$ cat config.mk
export PLATFORM = sky130hd
export DESIGN_NAME = vga_char_feeder_flat
export DESIGN_NICKNAME = d
export VERILOG_FILES = /design/src/rtl/vga_char_feeder_if.sv /design/src/rtl/vga_char_feeder.sv /design/src/flat_wrapper.sv
export SDC_FILE = /design/constraint.sdc
export NUM_CORES = 1
export LEC_CHECK = 0
export BUFFER_PORTS_ARGS = -buffer_cell sky130_fd_sc_hd__buf_2
export CAP_MARGIN = 30
export CORE_MARGIN = 1.5
export CORE_UTILIZATION = 55
export CTS_CLUSTER_DIAMETER = 60
export DETAILED_ROUTE_END_ITERATION = 10
export PLACE_DENSITY = 0.77
export SYNTH_ARGS = -nofsm -noshare
export SYNTH_HDL_FRONTEND = slang
export SYNTH_SLANG_ARGS = --single-unit
$ cat constraint.sdc
create_clock -name clk25 -period 5.22 [get_ports clk25]
set_clock_uncertainty 0.15 [all_clocks]
set_input_delay 1.566 -clock clk25 [delete_from_list [all_inputs] [get_ports clk25]]
set_output_delay 1.566 -clock clk25 [all_outputs]
set_load 0.05 [all_outputs]
$ cat src/rtl/vga_char_feeder_if.sv
// CPU-side and display-side signals of the character feeder, bundled as one bus.
// The feeder takes the master view; the CPU/display environment takes the slave view.
interface vga_char_feeder_if #(
    parameter int DEPTH_LOG2 = 4
);
    logic                  cpu_we;
    logic [7:0]            cpu_data;
    logic                  flush;
    logic                  cpu_ready;
    logic                  overflow;
    logic [DEPTH_LOG2:0]   fifo_count;
    logic                  dsp_address;
    logic                  dsp_enable;
    logic                  dsp_w_en;
    logic [7:0]            dsp_din;

    modport master (
        input  cpu_we, cpu_data, flush,
        output cpu_ready, overflow, fifo_count,
        output dsp_address, dsp_enable, dsp_w_en, dsp_din
    );

    modport slave (
        output cpu_we, cpu_data, flush,
        input  cpu_ready, overflow, fifo_count,
        input  dsp_address, dsp_enable, dsp_w_en, dsp_din
    );
endinterface

$ cat src/rtl/vga_char_feeder.sv
// Queues CPU character writes and replays them onto the text display bus as
// SETUP / STROBE / RELEASE (/ PACE) cycles with registered outputs.
module vga_char_feeder #(
    parameter int DEPTH_LOG2 = 4,
    parameter int HOLD_CYC   = 2,
    parameter int GAP_CYC    = 2,
    parameter int PACE_DIV   = 0
) (
    input  logic               clk25,
    input  logic               rst,
    vga_char_feeder_if.master  bus
);
    localparam int DEPTH   = 1 << DEPTH_LOG2;
    localparam int MAX_HG  = (HOLD_CYC > GAP_CYC) ? HOLD_CYC : GAP_CYC;
    localparam int MAX_CYC = (MAX_HG > PACE_DIV) ? MAX_HG : PACE_DIV;
    localparam int CW      = (MAX_CYC > 1) ? $clog2(MAX_CYC) : 1;

    localparam logic [CW-1:0]       HOLD_LD  = CW'(HOLD_CYC - 1);
    localparam logic [CW-1:0]       GAP_LD   = CW'(GAP_CYC - 1);
    localparam logic [CW-1:0]       PACE_LD  = CW'((PACE_DIV > 0) ? PACE_DIV - 1 : 0);
    localparam logic [DEPTH_LOG2:0] FULL_CNT = (DEPTH_LOG2 + 1)'(DEPTH);

    typedef enum logic [2:0] {
        S_IDLE,
        S_SETUP,
        S_STROBE,
        S_RELEASE,
        S_PACE
    } state_t;

    logic [7:0]          mem [DEPTH];
    logic [DEPTH_LOG2:0] wr_ptr, rd_ptr, count;
    logic                full, empty, push, pop, ovf_q;

    state_t              state_q, state_d;
    logic [CW-1:0]       cnt_q, cnt_d;
    logic                address_q, address_d;
    logic                enable_q, enable_d;
    logic [7:0]          din_q;

    assign count = wr_ptr - rd_ptr;
    assign full  = (count == FULL_CNT);
    assign empty = (wr_ptr == rd_ptr);
    // flush beats both a concurrent write and the pop of a new head byte
    assign push  = bus.cpu_we && !full && !bus.flush;
    assign pop   = (state_q == S_IDLE) && !empty && !bus.flush;

    always_ff @(posedge clk25 or posedge rst) begin
        if (rst) begin
            wr_ptr <= '0;
            rd_ptr <= '0;
            ovf_q  <= 1'b0;
        end else if (bus.flush) begin
            wr_ptr <= '0;
            rd_ptr <= '0;
            ovf_q  <= 1'b0;
        end else begin
            if (push)
                wr_ptr <= wr_ptr + 1'b1;
            if (pop)
                rd_ptr <= rd_ptr + 1'b1;
            if (bus.cpu_we && full)
                ovf_q <= 1'b1;
        end
    end

    always_ff @(posedge clk25) begin
        if (push)
            mem[wr_ptr[DEPTH_LOG2-1:0]] <= bus.cpu_data;
    end

    always_comb begin
        state_d = state_q;
        cnt_d   = cnt_q;
        case (state_q)
            S_IDLE:
                if (!empty)
                    state_d = S_SETUP;
            S_SETUP: begin
                state_d = S_STROBE;
                cnt_d   = HOLD_LD;
            end
            S_STROBE:
                if (cnt_q == '0) begin
                    state_d = S_RELEASE;
                    cnt_d   = GAP_LD;
                end else begin
                    cnt_d = cnt_q - 1'b1;
                end
            S_RELEASE:
                if (cnt_q == '0) begin
                    if (PACE_DIV > 0) begin
                        state_d = S_PACE;
                        cnt_d   = PACE_LD;
                    end else begin
                        state_d = S_IDLE;
                    end
                end else begin
                    cnt_d = cnt_q - 1'b1;
                end
            S_PACE:
                if (cnt_q == '0)
                    state_d = S_IDLE;
                else
                    cnt_d = cnt_q - 1'b1;
            default:
                state_d = S_IDLE;
        endcase
        if (bus.flush) begin
            state_d = S_IDLE;
            cnt_d   = '0;
        end
        // Outputs follow the next state so they are registered with it;
        // address stays low through RELEASE so the display re-arms its latch.
        address_d = !(state_d inside {S_SETUP, S_STROBE, S_RELEASE});
        enable_d  = (state_d == S_STROBE);
    end

    always_ff @(posedge clk25 or posedge rst) begin
        if (rst) begin
            state_q   <= S_IDLE;
            cnt_q     <= '0;
            address_q <= 1'b1;
            enable_q  <= 1'b0;
            din_q     <= 8'h00;
        end else begin
            state_q   <= state_d;
            cnt_q     <= cnt_d;
            address_q <= address_d;
            enable_q  <= enable_d;
            if (pop)
                din_q <= mem[rd_ptr[DEPTH_LOG2-1:0]];
        end
    end

    assign bus.cpu_ready   = !full;
    assign bus.overflow    = ovf_q;
    assign bus.fifo_count  = count;
    assign bus.dsp_address = address_q;
    assign bus.dsp_enable  = enable_q;
    assign bus.dsp_w_en    = enable_q;
    assign bus.dsp_din     = din_q;
endmodule

$ cat src/flat_wrapper.sv
// flat-port wrapper written by rule: the top's interface ports become plain ports
module vga_char_feeder_flat 
#(
    parameter int DEPTH_LOG2 = 4,
    parameter int HOLD_CYC   = 2,
    parameter int GAP_CYC    = 2,
    parameter int PACE_DIV   = 0
)
  (clk25, rst, bus_cpu_we, bus_cpu_data, bus_flush, bus_cpu_ready, bus_overflow, bus_fifo_count, bus_dsp_address, bus_dsp_enable, bus_dsp_w_en, bus_dsp_din);
  vga_char_feeder_if #(.DEPTH_LOG2(DEPTH_LOG2)) bus_i ();
  input  logic clk25;
  input  logic rst;
  input wire logic [$bits(bus_i.cpu_we)-1:0] bus_cpu_we;
  input wire logic [$bits(bus_i.cpu_data)-1:0] bus_cpu_data;
  input wire logic [$bits(bus_i.flush)-1:0] bus_flush;
  output wire logic [$bits(bus_i.cpu_ready)-1:0] bus_cpu_ready;
  output wire logic [$bits(bus_i.overflow)-1:0] bus_overflow;
  output wire logic [$bits(bus_i.fifo_count)-1:0] bus_fifo_count;
  output wire logic [$bits(bus_i.dsp_address)-1:0] bus_dsp_address;
  output wire logic [$bits(bus_i.dsp_enable)-1:0] bus_dsp_enable;
  output wire logic [$bits(bus_i.dsp_w_en)-1:0] bus_dsp_w_en;
  output wire logic [$bits(bus_i.dsp_din)-1:0] bus_dsp_din;
  assign bus_i.cpu_we = bus_cpu_we;
  assign bus_i.cpu_data = bus_cpu_data;
  assign bus_i.flush = bus_flush;
  assign bus_cpu_ready = bus_i.cpu_ready;
  assign bus_overflow = bus_i.overflow;
  assign bus_fifo_count = bus_i.fifo_count;
  assign bus_dsp_address = bus_i.dsp_address;
  assign bus_dsp_enable = bus_i.dsp_enable;
  assign bus_dsp_w_en = bus_i.dsp_w_en;
  assign bus_dsp_din = bus_i.dsp_din;
  vga_char_feeder #(.DEPTH_LOG2(DEPTH_LOG2), .HOLD_CYC(HOLD_CYC), .GAP_CYC(GAP_CYC), .PACE_DIV(PACE_DIV)) u_core (.clk25(clk25), .rst(rst), .bus(bus_i));
endmodule
Word-level counts from Yosys, hierarchy flattened
Memory sizes are Yosys's and may differ from the RTL's. A register that Yosys moved wholly into a read port is not among the register bits.
Index checks and enable logic that the tools add are counted.

storage, ports and cells
  register bits after elaboration = 17
  RAM bits = 128
  input port bits = 12
  output and inout bits = 18
  word-level logic and storage cells = 54
  memories kept = 1

cells by class
  add/sub/neg operators = 4
  equal/unequal tests = 9
  muxes and demuxes = 17
  reductions and logical operators = 16

memories
  name        depth  width  rd ports  clocked after memory_dff  write ports  RTL line               source
  u_core.mem  16     8      1         1                         1            vga_char_feeder.sv:31  logic [7:0] mem [DEPTH];

operators with widths
  operator               number
  $mux W5                4
  $eq A3 B2 Y1 const B   4
  $mux W3                4
  $pmux W3 S4            1
  $add A5 B1 Y5 const B  2
  $mux W1                7
  $eq A3 B1 Y1 const B   2
  $reduce_bool A2 Y1     3
  $eq A5 B5 Y1           1
  $eq A5 B5 Y1 const B   1
  $logic_and A1 B1 Y1    5
  $sub A5 B5 Y5          1
  $logic_not A1 Y1       4
  $reduce_bool A4 Y1     1
  $eq A3 B3 Y1 const B   1
  $logic_not A3 Y1       1
  $pmux W1 S3            1
  $reduce_bool A3 Y1     1
  $reduce_or A2 Y1       1
  $sub A1 B1 Y1 const B  1

Depth between registers and ports, before layout
Gate-level depths: netlist of run 1.

  depth after elaboration = 7
  depth in mapped cells = 10
  depth with buffers taken out = 9

Least setup slack after synthesis of run 1
OpenSTA, ideal clock, no wires.

  path type = register -> output
  from = register u_core.rd_ptr[1]
  to = output port bus_cpu_ready
  data arrival time = 3.155 ns
  data required time = 3.504 ns
  slack = 0.349 ns
  cell stages (with the launch flop) = 9
  path buffers = 2
  cell sequence = dfrtp_1 clkbuf_1 buf_1 inv_2 fa_1 xor2_1 or3_1 a2111oi_4 inv_1

between the ends
  longest elaborated chain between the ends = 3

ends and longest elaborated chain
  item                    RTL line                source
  start, declared         vga_char_feeder.sv:32   logic [DEPTH_LOG2:0] wr_ptr, rd_ptr, count;
  start signal, assigned  vga_char_feeder.sv:61   rd_ptr <= rd_ptr + 1'b1;
  $sub A5 B5 Y5           vga_char_feeder.sv:41   assign count = wr_ptr - rd_ptr;
  net bus_fifo_count[2]   flat_wrapper.sv:18      output wire logic [$bits(bus_i.fifo_count)-1:0] bus_fifo_count;
  $eq A5 B5 Y1            vga_char_feeder.sv:42   assign full = (count == FULL_CNT);
  $logic_not A1 Y1        vga_char_feeder.sv:136  assign bus.cpu_ready = !full;
  end, declared           flat_wrapper.sv:16      output wire logic [$bits(bus_i.cpu_ready)-1:0] bus_cpu_ready;

The timed path passes the listed nets, and every way through them passes these cells.

Worst setup path after layout of run 1
  from = register u_core.wr_ptr[0]
  to = output port bus_cpu_ready

between the ends
  longest elaborated chain between the ends = 3

ends and longest elaborated chain
  item                    RTL line                source
  start, declared         vga_char_feeder.sv:32
  start signal, assigned  vga_char_feeder.sv:59   wr_ptr <= wr_ptr + 1'b1;
  $sub A5 B5 Y5           vga_char_feeder.sv:41
  $eq A5 B5 Y1            vga_char_feeder.sv:42
  $logic_not A1 Y1        vga_char_feeder.sv:136

No other way between the ends.

==> impl_metrics.json, run 1 <==
{
  "clock_sinks": 153,
  "maxCapViolCount": 0,
  "synth_area_leaders": "edfxtp_1, mux4_2, dfrtp_1, mux2i_1, ha_1",
  "ir_worst_vdd_uv": 535,
  "port_buffers": 29,
  "synth-edff-count": 128,
  "synth_area_per_cell_um2": 17.9,
  "die_w_um": 110,
  "synth_warnings": 0,
  "dp_hpwl_mm": 7.51,
  "hold_violations": 0,
  "worstSetupEndpointType": "output port",
  "layout.nets": 427,
  "io_pins": 30,
  "grt_pass1_wl_mm": 18.7,
  "gp_congestion": 0.833,
  "fp.dieH_um": 110,
  "post_cts_buffers": 0,
  "relSlewSlack_pct": 50.0,
  "wl_per_cell_um": 21.7,
  "fin_crit_sh_pct": 90.2,
  "cp_max_fo": 7,
  "fin_area_um2": 7330,
  "cts-resized-gates": 0,
  "finalCriticalPeriod_ns": 4.71,
  "crit_path_start_kind": "flip-flop",
  "async_flop_share_pct": 16.3,
  "drc_errors": 0,
  "fp.coreArea_um2": 11000,
  "required_ns": 3.50,
  "worstMarginPinSlew_ns": 0.745,
  "vias": 3360,
  "cp.arrival_ns": 2.99,
  "grt_max_degree": 36,
  "synth.distinct_cells": 40,
  "dieArea_um2": 12100,
  "seq_area_frac_synth_pct": 70.7,
  "cts_buffer_depth": 2,
  "rsz0062_at_grt": "false",
  "critPathKind": "reg2out",
  "cts_tree": "done",
  "cellPowerDensity_nw_per_um2": 484,
  "fmax_ghz": 0.212,
  "syn_inst": 353,
  "power_w": 0.00355,
  "fillers": 732,
  "drt-initial-drc-count": 323,
  "cts-buffers-inserted": 17,
  "routed_wl_mm": 12.1,
  "status": "finished, final reports clean",
  "synth_common_cells": "edfxtp_1, mux4_2, dfrtp_1",
  "gr-usage-all-layers_pct": 22.7,
  "syn_to_final_growth_pct": 15.8,
  "tns_ns": 0,
  "regArea_um2": 4470,
  "root_buffer": "clkbuf_16",
  "num_rows": 38,
  "syn-cell-area_um2": 6320,
  "synth_top_area_share_pct": 60.8,
  "grt_pass1_vias": 3334,
  "synth_area_leader_cell": "edfxtp_1",
  "path_clk_slew_ns": 0.06,
  "place_inst": 526,
  "synth_flop_cell": "edfxtp_1",
  "worst_skew_pair.late_latency_ns": 0.42,
  "htree_levels": 4,
  "synth-seq-cells": 153,
  "via_per_inst": 6.03,
  "slew_violations": 0,
  "leakagePower_nw": 2.67,
  "yosysMostFrequentCell": "edfxtp_1",
  "postCtsHoldBufs": 0,
  "syn-num-nets": 375,
  "grt_overflow": 0,
  "multi_input_area_um2": 1770,
  "hold_class": "reg2reg",
  "drt_first_pass_iters": 4,
  "start_util_pct": 57.3,
  "final_layout_size_suffix_gt1_share_pct": 28.8,
  "antenna_found_initial": 0,
  "ant_nets": 0,
  "antenna_cells": 0,
  "setup_viol": 0,
  "instances_no_fill": 557,
  "placed_cell_area_um2": 6770
}
[state kept, by name (all words and copies together) (netlist names)]
register,count
u_core.bus.dsp_address,1
u_core.bus.dsp_din,8
u_core.bus.dsp_enable,1
u_core.bus.overflow,1
u_core.cnt_q,1
u_core.mem,128
u_core.rd_ptr,5
u_core.state_q,3
u_core.wr_ptr,5
[metal layers]
layer  vias to the layer above  track usage (%)  wire length (um)
li1                       1504                -                 -
met1                      1704             29.6              5040
met2                       128             35.6              5990
met3                        24             7.17               744
met4                         0             9.98               324
met5                         -                0                 0
[final timing paths]
check | start | end | slack, ns | depth (start not counted)
max in group asynchronous | rst | u_core.bus.dsp_address$_DFF_PP1_ | 3.55 | 3
setup / recovery | u_core.wr_ptr[0]$_DFFE_PP0P_ | bus_cpu_ready | 0.51 | 9
hold / removal | u_core.bus.overflow$_DFFE_PP0P_ | u_core.bus.overflow$_DFFE_PP0P_ | 0.35 | 2
hold reg to reg | u_core.bus.overflow$_DFFE_PP0P_ | u_core.bus.overflow$_DFFE_PP0P_ | 0.35 | 2
min in group asynchronous | rst | u_core.bus.dsp_enable$_DFF_PP0_ | 0.91 | 2
setup reg to reg | u_core.wr_ptr[0]$_DFFE_PP0P_ | u_core.mem[12][1]$_DFFE_PP_ | 1.52 | 10
[placed cells by master (no fill, tap or decap), types with 9 or more instances in the layout]
cell type | synthesis | routed
clkbuf_16 | 0 | 17
nand2_1 | 14 | 14
dfrtp_1 | 24 | 23
mux4_2 | 32 | 32
nor3_1 | 15 | 15
buf_4 | 3 | 19
ha_1 | 9 | 9
edfxtp_1 | 128 | 128
nor2_1 | 18 | 18
mux2i_1 | 17 | 17
buf_2 | 3 | 29
[cell families (layout without fill, tap and decap cells)]
group,Yosys count,after routing,share of synthesized area (%)
simple gates,80,80,6.41
buf+inv,26,90,1.78
compound gates,22,22,2.93
mux,54,54,15.0
flops,153,153,70.7
xor+xnor,8,8,1.11
fa+ha+maj,10,10,2.10
[power by group]
group          switching [W]  internal (W)  leakage [nW]
sequential         0.0000593       0.00140          1.48
combinational       0.000592      0.000324         0.915
clock               0.000467      0.000704         0.274
total                0.00112       0.00243          2.67
[worst max-delay path: stages (launching register included)]
cell       delay, ns
dfrtp_1         0.43
inv_1           0.15
ha_1            0.18
inv_1           0.06
fa_1            0.46
xor2_1          0.16
or3_1           0.35
a2111oi_4       0.49
inv_1           0.07
buf_2           0.22
[area by class of cell]
cell class / count / area share, %
sequential: 153 / 61.0
multi-input combinational: 174 / 24.1
clock buffer: 21 / 6.01
timing repair buffer: 49 / 4.30
tap: 140 / 2.39
clock inverter: 10 / 1.64
inverter: 10 / 0.512
[through the flow]
stage | hold WS, ns | setup WS, ns | util, %
final | 0.350 | 0.510 | 66.4
after global routing | 0.396 | 0.332 | 66.4
after CTS | 0.363 | 0.498 | 66.4
after detailed placement | 0.349 | 0.957 | 61.3
after global placement | 0.326 | 1.06 | 61.1
after floorplan | 0.374 | 0.349 | -
No activity file was read; power rests on OpenSTA's default activity.
==> run 2, diff against run 1 <==
--- a/config.mk
+++ b/config.mk
@@ -10,6 +10,7 @@
 export CORE_MARGIN = 1.5
 export CORE_UTILIZATION = 55
 export CTS_CLUSTER_DIAMETER = 60
+export CTS_CLUSTER_SIZE = 10
 export DETAILED_ROUTE_END_ITERATION = 10
 export PLACE_DENSITY = 0.77
 export SYNTH_ARGS = -nofsm -noshare
==> constraint.sdc (replaced) <==
create_clock -name clk25 -period 5.8 [get_ports clk25]
set_clock_uncertainty 0.15 [all_clocks]
set_input_delay 1.74 -clock clk25 [delete_from_list [all_inputs] [get_ports clk25]]
set_output_delay 1.74 -clock clk25 [all_outputs]
set_load 0.05 [all_outputs]
==> run 2 against run 1 <==
Against the previous run: power down 6.2%; sequential share of layout area down 0.61 points; first-iteration DRC count down 6.2%; critical endpoint unchanged; combinational power down 9.0%; critical path depth unchanged; non-clock buffer count down 2.
==> impl_metrics.json, run 2 (same netlist as run 1, synthesis figures left out) <==
{
  "status": "finished, final reports clean",
  "fillers": 728,
  "root_buffer": "clkbuf_16",
  "io_pins": 30,
  "seqPwrFrac_pct": 39.5,
  "gp_congestion": 0.835,
  "cp_slowest_cell": "a2111oi_4",
  "gr-usage-all-layers_pct": 23.2,
  "clock_power_share_pct": 35.4,
  "worstMarginPinSlew_ns": 0.841,
  "antenna_cells": 0,
  "final_layout_size_suffix_gt1_share_pct": 30.0,
  "clock_sinks": 153,
  "grt_pass1_vias": 3522,
  "maxCapViolCount": 0,
  "rsz0062_at_grt": "false",
  "required_ns": 3.91,
  "wl_per_cell_um": 22.2,
  "largest_register_ffs": 128,
  "r2r-start": "u_core.wr_ptr[0]$_DFFE_PP0P_",
  "switching_share_pct": 31.4,
  "die_w_um": 110,
  "via_per_inst": 6.04,
  "finalCriticalPeriod_ns": 4.89,
  "multi_input_area_um2": 1780,
  "fmax_ghz": 0.205,
  "dp_hpwl_mm": 7.78,
  "ant_nets": 0,
  "ir_worst_vdd_uv": 456,
  "post_cts_buffers": 0,
  "setup_viol": 0,
  "hold_class": "reg2reg",
  "drt_first_pass_iters": 4,
  "slew_violations": 0,
  "regArea_um2": 4470,
  "postCtsHoldBufs": 0,
  "hold_violations": 0,
  "fp.coreArea_um2": 11000,
  "fp.dieH_um": 110,
  "tns_ns": 0,
  "r2r_cells": 10,
  "p_sw_w": 0.00105,
  "cts-buffers-inserted": 17,
  "syn_to_final_growth_pct": 17.0,
  "num_rows": 38,
  "cp_max_fo": 7,
  "place_inst": 524,
  "crit_chain": "inv_1 -> ha_1 -> inv_1 -> fa_1 -> xor2_1 -> or3_1 -> a2111oi_4 -> inv_1 -> buf_2",
  "start_util_pct": 57.3,
  "combPwrFrac_pct": 25.1,
  "cts-resized-gates": 0,
  "cts_buffer_depth": 2,
  "worst_skew_pair.late_latency_ns": 0.43,
  "crit_path_start_kind": "flip-flop",
  "hold_path_depth": 2,
  "layout_commonest_cell": "edfxtp_1",
  "hold_path_end": "u_core.bus.overflow$_DFFE_PP0P_",
  "drt-initial-drc-count": 303,
  "whs_ns": 0.340,
  "power_w": 0.00333,
  "crit_top_cell": "inv_1",
  "reg2reg_slack_ns": 2.22,
  "worstSetupEndpointType": "output port",
  "routed_wl_mm": 12.4,
  "vias": 3356,
  "critPathMaxStageDelay_ns": 0.48,
  "r2r_end": "u_core.mem[2][1]$_DFFE_PP_",
  "worstHoldStart": "u_core.bus.overflow$_DFFE_PP0P_",
  "path_clk_slew_ns": 0.06,
  "cellPowerDensity_nw_per_um2": 450,
  "grt_max_degree": 36,
  "relSlewSlack_pct": 43.6,
  "antenna_found_initial": 0,
  "drc_errors": 0,
  "instances_no_fill": 556,
  "layout_common_cells": "edfxtp_1, mux4_2, buf_2",
  "critPathKind": "reg2out",
  "leakagePower_nw": 2.69,
  "cts_tree": "done",
  "htree_levels": 4,
  "cp.arrival_ns": 3.00,
  "fin_crit_sh_pct": 84.3,
  "port_buffers": 29,
  "layout.nets": 425,
  "grt_overflow": 0,
  "dieArea_um2": 12100,
  "intPower_w": 0.00228,
  "grt_pass1_wl_mm": 19.3
}
-- run 2: changes by cell type in the layout (fill, tap and decap cells not counted), sizes merged --
cell | previous run | this run
inv | 13 | 16
buf | 49 | 47
clkinvlp | 1 | 2
clkinv | 4 | 3
bufinv | 2 | 4
clkbuf | 21 | 17
-- run 2: routing by layer --
layer  vias to the layer above  part of all wire [%]  global-route usage, %
li1                       1494                     -                      -
met5                         -                     0                      0
met4                         0                   1.8                   9.43
met2                       115                    51                   37.6
met3                        25                   6.1                   6.64
met1                      1722                    42                   29.7
-- run 2: cell type report --
cell class | count | share of cell area, %
clock buffer | 17 | 5.75
sequential | 153 | 60.4
clock inverter | 15 | 2.89
inverter | 10 | 0.507
tap | 140 | 2.37
timing repair buffer | 47 | 4.06
multi-input combinational | 174 | 24.0
-- run 2: through the flow --
stage / instance area [um^2] / worst slack (ns) / utilization [%]
after global routing: 7400 / 0.753 / 67.1
final: 7400 / 0.911 / 67.1
after detailed placement: 6760 / 1.34 / 61.3
after CTS: 7400 / 0.882 / 67.1
after floorplan: 6320 / 0.755 / -
after global placement: 6730 / 1.46 / 61.0
-- run 2: worst max-delay path by stage --
| stage | start | end | slack (ns) | cells past startpoint |
|---|---|---|---|---|
| global placement | u_core.wr_ptr[0]$_DFFE_PP0P_ | bus_cpu_ready | 1.46 | 9 |
| floorplan | u_core.rd_ptr[1]$_DFFE_PP0P_ | bus_cpu_ready | 0.76 | 8 |
| finish | u_core.wr_ptr[0]$_DFFE_PP0P_ | bus_cpu_ready | 0.91 | 9 |
| global route | u_core.wr_ptr[0]$_DFFE_PP0P_ | bus_cpu_ready | 0.75 | 9 |
| CTS | u_core.wr_ptr[0]$_DFFE_PP0P_ | bus_cpu_ready | 0.88 | 9 |
| detailed placement | u_core.wr_ptr[0]$_DFFE_PP0P_ | bus_cpu_ready | 1.34 | 9 |
-- run 2: power by group through the flow --
stage               logic (W)  clock network (W)  registers [W]
global route         0.000897            0.00123        0.00132
global placement     0.000813                  0        0.00133
detailed placement   0.000837                  0        0.00134
finish               0.000834            0.00118        0.00132
CTS                  0.000842            0.00120        0.00131
floorplan            0.000540                  0        0.00143
-- run 2: worst max-delay path, delay by kind of cell (launching register included) --
family | cells | cell delay, ns
AOI/OAI and AO/OA | 1 | 0.48
and+or+nand+nor | 1 | 0.36
adders and majority gates | 2 | 0.63
DFF | 1 | 0.43
buffers and inverters | 4 | 0.50
xor gates and xnor gates | 1 | 0.17
==> run 3, diff against run 2 <==
--- a/config.mk
+++ b/config.mk
@@ -12,7 +12,7 @@
 export CTS_CLUSTER_DIAMETER = 60
 export CTS_CLUSTER_SIZE = 10
 export DETAILED_ROUTE_END_ITERATION = 10
-export PLACE_DENSITY = 0.77
+export PLACE_DENSITY = 0.79
 export SYNTH_ARGS = -nofsm -noshare
 export SYNTH_HDL_FRONTEND = slang
 export SYNTH_SLANG_ARGS = --single-unit
==> constraint.sdc (replaced) <==
create_clock -name clk25 -period 3.9 [get_ports clk25]
set_clock_uncertainty 0.15 [all_clocks]
set_input_delay 1.17 -clock clk25 [delete_from_list [all_inputs] [get_ports clk25]]
set_output_delay 1.17 -clock clk25 [all_outputs]
set_load 0.05 [all_outputs]
==> run 3 against run 2 <==
Against the previous run: global-route usage fell by 0.11 points; sequential power grew 48%; via count grew 0.57%; critical endpoint unchanged; highest routed layer unchanged.
==> impl_metrics.json, run 3 (same netlist as run 1, synthesis figures left out) <==
{
  "slew_violations": 0,
  "cellPowerDensity_nw_per_um2": 653,
  "layout_common_cells": "edfxtp_1, mux4_2, buf_2",
  "crit_path_start_kind": "flip-flop",
  "cts-buffers-inserted": 17,
  "whs_ns": 0.363,
  "wl_per_cell_um": 22.3,
  "antenna_cells": 0,
  "fp.dieH_um": 110,
  "grt_pass1_wl_mm": 19.0,
  "wl_met2_mm": 6.30,
  "drc_errors": 0,
  "start_util_pct": 57.3,
  "worstSetupEndpointType": "output port",
  "finalCriticalPeriod_ns": 3.82,
  "antenna_found_initial": 0,
  "port_buffers": 29,
  "vias": 3375,
  "relSlewSlack_pct": 55.0,
  "setup_viol": 0,
  "fp.coreArea_um2": 11000,
  "cts_buffer_depth": 2,
  "dp_hpwl_mm": 7.97,
  "gp_congestion": 0.795,
  "worstMarginPinSlew_ns": 0.673,
  "drt-initial-drc-count": 329,
  "largest_register_ffs": 128,
  "htree_levels": 4,
  "io_pins": 30,
  "drt_first_pass_iters": 5,
  "leakagePower_nw": 2.72,
  "fillers": 733,
  "dieArea_um2": 12100,
  "dr.max_layer_used": "met4",
  "post-place-ws_ns": 0.293,
  "met1_length_mm": 5.06,
  "worst_skew_pair.late_latency_ns": 0.43,
  "ant_nets": 0,
  "hold_class": "reg2reg",
  "placed_cell_area_um2": 6800,
  "cts_tree": "done",
  "met3_length_um": 901,
  "status": "finished, final reports clean",
  "clock_sinks": 153,
  "fin_crit_sh_pct": 98.0,
  "syn_to_final_growth_pct": 17.6,
  "root_buffer": "clkbuf_16",
  "ir_worst_vdd_uv": 672,
  "layout_commonest_cell": "edfxtp_1",
  "num_rows": 38,
  "cp_max_fo": 4,
  "gr-usage-all-layers_pct": 23.1,
  "cp.arrival_ns": 2.50,
  "final_layout_size_suffix_gt1_share_pct": 31.7,
  "worst_slack_ns": 0.0774,
  "via_per_inst": 5.96,
  "hold_violations": 0,
  "die_w_um": 110,
  "fmax_ghz": 0.262,
  "final_core_util_pct": 67.4,
  "grt_pass1_vias": 3405,
  "power_w": 0.00486,
  "postCtsHoldBufs": 0,
  "fin_area_um2": 7440,
  "path_clk_slew_ns": 0.06,
  "grt_overflow": 0,
  "grt_max_degree": 36,
  "maxCapViolCount": 0,
  "required_ns": 2.58,
  "critPathKind": "reg2out",
  "routed_wl_mm": 12.6,
  "layout.nets": 435
}
[run 3: worst paths after layout]
check | startpoint | endpoint | slack [ns] | cells after the start
setup reg to reg | u_core.wr_ptr[0]$_DFFE_PP0P_ | u_core.mem[13][5]$_DFFE_PP_ | 0.53 | 12
min in group asynchronous | rst | u_core.state_q[0]$_DFF_PP0_ | 0.54 | 2
max in group asynchronous | rst | u_core.bus.dsp_address$_DFF_PP1_ | 2.58 | 3
hold / removal | u_core.bus.dsp_din[4]$_DFFE_PP0P_ | u_core.bus.dsp_din[4]$_DFFE_PP0P_ | 0.36 | 2
setup / recovery | u_core.wr_ptr[0]$_DFFE_PP0P_ | bus_cpu_ready | 0.08 | 9
hold reg to reg | u_core.bus.dsp_din[4]$_DFFE_PP0P_ | u_core.bus.dsp_din[4]$_DFFE_PP0P_ | 0.36 | 2
[run 3: repair_timing]
action,in CTS,in global routing
gates resized for setup,4,3
setup buffers,1,1
pin swaps,1,2
setup endpoints to repair,1,1
[run 3: worst max-delay path, stage by stage (launching register included)]
cell and delay [ns]:
dfrtp_1 0.39, inv_2 0.10, ha_4 0.13, inv_1 0.05, fa_2 0.41, xor2_2 0.16, or3_4 0.35, a2111oi_4 0.26
inv_2 0.07, buf_8 0.15
[run 3: power breakdown]
part           total [W]  internal, W  leakage [nW]  switching, W
Clock            0.00160     0.000946         0.285      0.000656
Sequential       0.00195      0.00188          1.48     0.0000743
Combinational    0.00131     0.000479         0.960      0.000827
[run 3: area by class of cell]
type	count	area, um^2	area share (%)
Sequential cell	153	4470	60.1
Multi-Input combinational cell	174	1790	24.1
Clock buffer	18	429	5.77
Timing Repair Buffer	57	385	5.18
Tap cell	140	175	2.35
Clock inverter	14	148	1.98
Inverter	10	37.5	0.505
[run 3: through the flow]
| step | TNS [ns] | std cells |
|---|---|---|
| after detailed placement | 0 | 529 |
| final | 0 | 566 |
| after floorplan | 0 | 353 |
| after CTS | -0.0139 | 562 |
| after global placement | 0 | 528 |
| after global routing | -0.0131 | 566 |
[run 3: routing by layer]
metal	vias to the layer above	GRT usage (%)
met5	-	0
met4	0	10.6
met3	31	8.05
met2	124	36.6
met1	1702	28.8
li1	1518	-
